$ cat src/rtl/modulo_debounce_botao.sv
// Push-button debouncer: synchronises a bouncing button and the divider tick into clk,
// then accepts a new level only after STABLE_COUNT consecutive equal samples.
module modulo_debounce_botao #(
   parameter int unsigned STABLE_COUNT = 4
) (
   input  logic clk,
   input  logic clr,
   input  logic clk_div,
   input  logic btn,
   output logic btn_level,
   output logic btn_press,
   output logic btn_release
);

   // Bit 1 of the encoding is the debounced level of each state.
   localparam logic [1:0] IDLE_LOW   = 2'd0;
   localparam logic [1:0] CHECK_HIGH = 2'd1;
   localparam logic [1:0] IDLE_HIGH  = 2'd2;
   localparam logic [1:0] CHECK_LOW  = 2'd3;

   localparam logic [3:0] CNT_LAST = 4'(STABLE_COUNT - 1);

   logic       clk_div_m_q, clk_div_s_q, clk_div_p_q;
   logic       btn_m_q, btn_s_q;
   logic       sample_tick;
   logic [1:0] state_q, state_d;
   logic [3:0] cnt_q, cnt_d;
   logic       level_q, level_d;
   logic       press_q, press_d;
   logic       release_q, release_d;

   always_ff @(posedge clk or negedge clr) begin
      if (!clr) begin
         clk_div_m_q <= 1'b0;
         clk_div_s_q <= 1'b0;
         clk_div_p_q <= 1'b0;
         btn_m_q     <= 1'b0;
         btn_s_q     <= 1'b0;
      end else begin
         clk_div_m_q <= clk_div;
         clk_div_s_q <= clk_div_m_q;
         clk_div_p_q <= clk_div_s_q;
         btn_m_q     <= btn;
         btn_s_q     <= btn_m_q;
      end
   end

   assign sample_tick = clk_div_s_q & ~clk_div_p_q;

   always_comb begin
      state_d = state_q;
      cnt_d   = cnt_q;
      unique case (state_q)
         IDLE_LOW: begin
            if (sample_tick && btn_s_q) begin
               state_d = CHECK_HIGH;
               cnt_d   = 4'd1;
            end else begin
               cnt_d = 4'd0;
            end
         end
         CHECK_HIGH: begin
            if (sample_tick) begin
               if (!btn_s_q) begin
                  state_d = IDLE_LOW;
                  cnt_d   = 4'd0;
               end else if (cnt_q == CNT_LAST) begin
                  state_d = IDLE_HIGH;
                  cnt_d   = 4'd0;
               end else begin
                  cnt_d = cnt_q + 4'd1;
               end
            end
         end
         IDLE_HIGH: begin
            if (sample_tick && !btn_s_q) begin
               state_d = CHECK_LOW;
               cnt_d   = 4'd1;
            end else begin
               cnt_d = 4'd0;
            end
         end
         CHECK_LOW: begin
            if (sample_tick) begin
               if (btn_s_q) begin
                  state_d = IDLE_HIGH;
                  cnt_d   = 4'd0;
               end else if (cnt_q == CNT_LAST) begin
                  state_d = IDLE_LOW;
                  cnt_d   = 4'd0;
               end else begin
                  cnt_d = cnt_q + 4'd1;
               end
            end
         end
      endcase
   end

   always_comb begin
      level_d   = state_d[1];
      press_d   = (state_q == CHECK_HIGH) && (state_d == IDLE_HIGH);
      release_d = (state_q == CHECK_LOW) && (state_d == IDLE_LOW);
   end

   always_ff @(posedge clk or negedge clr) begin
      if (!clr) begin
         state_q   <= IDLE_LOW;
         cnt_q     <= 4'd0;
         level_q   <= 1'b0;
         press_q   <= 1'b0;
         release_q <= 1'b0;
      end else begin
         state_q   <= state_d;
         cnt_q     <= cnt_d;
         level_q   <= level_d;
         press_q   <= press_d;
         release_q <= release_d;
      end
   end

   assign btn_level   = level_q;
   assign btn_press   = press_q;
   assign btn_release = release_q;

endmodule

$ cat config.mk
export PLATFORM = sky130hd
export DESIGN_NAME = modulo_debounce_botao
export DESIGN_NICKNAME = d
export VERILOG_FILES = /design/src/rtl/modulo_debounce_botao.sv
export SDC_FILE = /design/constraint.sdc
export NUM_CORES = 1
export LEC_CHECK = 0
export BUFFER_PORTS_ARGS = -buffer_cell sky130_fd_sc_hd__buf_2
export CORE_AREA = 3 3 40 42
export DETAILED_ROUTE_END_ITERATION = 10
export DIE_AREA = 0 0 43 45
export MAX_ROUTING_LAYER = met4
export PLACE_DENSITY = 0.61
export SETUP_SLACK_MARGIN = 0.2
export SYNTH_ARGS = -nofsm -noshare
export SYNTH_HDL_FRONTEND = slang
export SYNTH_SLANG_ARGS = --single-unit
$ cat constraint.sdc
create_clock -name clk -period 2 [get_ports clk]
set_input_delay 0.2 -clock clk [delete_from_list [all_inputs] [get_ports clk]]
set_output_delay 0.2 -clock clk [all_outputs]
set_load 0.01 [all_outputs]
==> results.md <==
- Initial antenna violation count: 0
- Slowest CP cell: dfrtp_1
- Netlist cell types: 21
- Status: completed
- Htree depth: 1
- Clock insertion delay at the later pin of the skew report: 270 ps
- RSZ-0062 raised after global routing: false
- Period utilization: 0.701
- Min Tclk post-route: 1400 ps
- Startpoint types: flop
- Clk pin slew, worst setup/hold paths: 80 ps
- DRC Markers: 0
- Core Box Area: 1280 sq um
- First-pass GRT wire length: 1.70 mm
- Hold WS: 32.3 ps
- Design Area, Final: 626 sq um
- Post-route antenna net violation count: 0
- Pins over their slew limit: 0
- Post-Syn Instances: 43
- Area of the mapped netlist: 541 sq um
- Vias per inst: 5.78
- Sink Count: 13
- Syn Area/Cell: 12.6 sq um
- Cell-internal power: 361 uW
- Routability cong.: 0.745
- Root buf cell: clkbuf_4
- CP endpoint kind: flop
- Leak: 0.280 nW
- Antenna Cells: 0
- Largest net degree at the start of global routing: 14
- Site Rows: 13
- Switch Pwr: 108 uW
- Logic pwr share: 0.063
- Post-DP HPWL: 757 um
- Relative slew slack: 0.812
- WL/cell: 14.2 um
- Ports: 7
- Crit path cell chain: ha_1 > nor2b_1 > nand3_1 > mux2_2
- Initial core utilization: 0.421
- Syn nets: 48
- Finish-stage setup viols: 0
- WS Path Type: flop to flop
- Worst-Margin Slew: 281 ps
- Post-synthesis sequential area ratio: 0.602
- Crit. path cell count: 4
- Net Sw Frac: 0.230
- I/O Buffers: 6
- Die Y: 45 um
- Setup Buffers After CTS: 0
- Worst Clk Skew: 5.99 ps
- Final Hold Vio Count: 0
- Nets: 60
- Worst IR Drop VDD: 0.455 mV
- Vias: 399
- Total GRT Usage: 0.124
- Synth warn: 0
- Power per standard cell area: 750 nW/um^2
- CP top delay family: flip-flops
- CP Buf/Inv Count: 0
- Layout area overhead: 15.7%
- Yosys reg bits: 13
- Vias in the first global route: 405
- Hold Crit Depth: 1
- Design Power: 469 uW
- Clk pwr share: 0.335
- Drt first pass iters: 4
- Initial DRC Count: 15
- Final wirelength: 977 um
- Critical Path AT: 1560 ps
- Hold WC Path Type: input port to flop
- GRT overflow: 0
- CTS buffer count: 3
- Crit path max fanout: 4
- Share of cells above drive strength 1: 0.241
- CTS max path bufs: 2
- Fin Setup TNS: 0 ps
- Max Cap Viol: 0
- Die ar.: 1940 sq um
- Cell Area, Placed: 589 sq um
- Max stage delay on crit path: 410 ps
- Register share of total power: 0.602
- Achievable Freq: 0.713 GHz
- Post_cts resized: 0
- Req. time, crit path: 2160 ps
- DIE WIDTH: 43 um
- CTS tree: built
- R2R cell count: 4
routing by layer:
layer / part of all wire / vias to the layer above / GRT usage
met3: 0.067 / 0 / 0.0398
met1: 0.41 / 203 / 0.133
met5: 0 / - / -
met4: 0 / 0 / 0.0602
li1: - / 177 / -
met2: 0.52 / 19 / 0.210
synthesized netlist by cell type:
cell | n | area [sq um]
a211o_1 | 1 | 8.76
a21oi_1 | 2 | 10.0
a31oi_1 | 1 | 6.26
a32o_1 | 1 | 10.0
dfrtp_1 | 13 | 325
ha_1 | 1 | 12.5
inv_1 | 1 | 3.75
mux2_2 | 1 | 11.3
nand2_1 | 4 | 15.0
nand2b_1 | 1 | 6.26
nand3_1 | 3 | 15.0
nand3b_1 | 1 | 7.51
nand4_1 | 1 | 6.26
nor2_1 | 1 | 3.75
nor2b_1 | 2 | 12.5
nor3b_1 | 3 | 22.5
nor3b_2 | 1 | 12.5
o21ai_0 | 2 | 10.0
o32ai_2 | 1 | 16.3
xnor2_1 | 1 | 8.76
xor2_2 | 1 | 16.3
power by group through the flow:
stage                     combinational [mW]  sequential [mW]  clock, mW
after floorplan                       0.0164            0.285          0
after global placement                0.0269            0.287          0
after detailed placement              0.0280            0.287          0
after CTS                             0.0296            0.282      0.161
after global routing                  0.0333            0.284      0.176
final                                 0.0294            0.282      0.157
cell type report:
class	instances	area (sq um)
well taps	15	18.8
inverters	1	3.75
flip-flops and latches	13	325
fillers	108	659
multi-input cells	29	211
clock buffers	4	26.3
repair buffers	7	40.0
layout by cell type, fill, tap and decap left out:
cell type / count
ha_1: 1
clkbuf_1: 1
o32ai_2: 1
xor2_2: 1
nand4_1: 1
nor3b_2: 1
clkbuf_4: 3
buf_2: 6
nand3b_1: 1
inv_1: 1
nand3_1: 3
a21oi_1: 2
nand2b_1: 1
xnor2_1: 1
nor3b_1: 3
dlygate4sd3_1: 1
o21ai_0: 2
nor2_1: 1
dfrtp_1: 13
a31oi_1: 1
mux2_2: 1
a211o_1: 1
a32o_1: 1
nand2_1: 4
nor2b_1: 2
timing repair:
| action | in CTS | in global routing |
|---|---|---|
| endpoints found under the setup margin | 0 | 0 |
| hold buffers | 1 | 0 |
| endpoints found under the hold margin | 13 | 0 |
registers in the layout, summed over array words and instances, names as in the netlist:
name,count
clk_div_p_q,1
btn_release,1
btn_s_q,1
state_q,1
clk_div_m_q,1
cnt_q,4
btn_press,1
btn_m_q,1
clk_div_s_q,1
btn_level,1
stage by stage:
stage,cells,worst slack [ps],utilization
floorplan,43,712,-
global placement,64,677,0.459
detailed placement,64,618,0.459
CTS,69,610,0.487
global route,69,495,0.487
finish,69,598,0.487
final timing paths:
kind                        startpoint     endpoint  slack (ps)
max                           cnt_q[0]    btn_level         600
min                                btn      btn_m_q          30
max reg2reg                   cnt_q[0]    btn_level         600
min reg2reg                clk_div_m_q  clk_div_s_q         360
max in group asynchronous          clr  clk_div_p_q        1450
min in group asynchronous          clr     cnt_q[1]         330
kinds of logic after synthesis:
family	count (synthesis)	synth area share
buffers and inverters	1	0.00694
flip-flops	13	0.602
XOR/XNOR	2	0.0463
AND/OR/NAND/NOR	17	0.187
AO/OA/AOI/OAI	8	0.113
multiplexers	1	0.0208
adder cells (fa/ha/maj)	1	0.0231
Power figures use the tool's default switching activity.
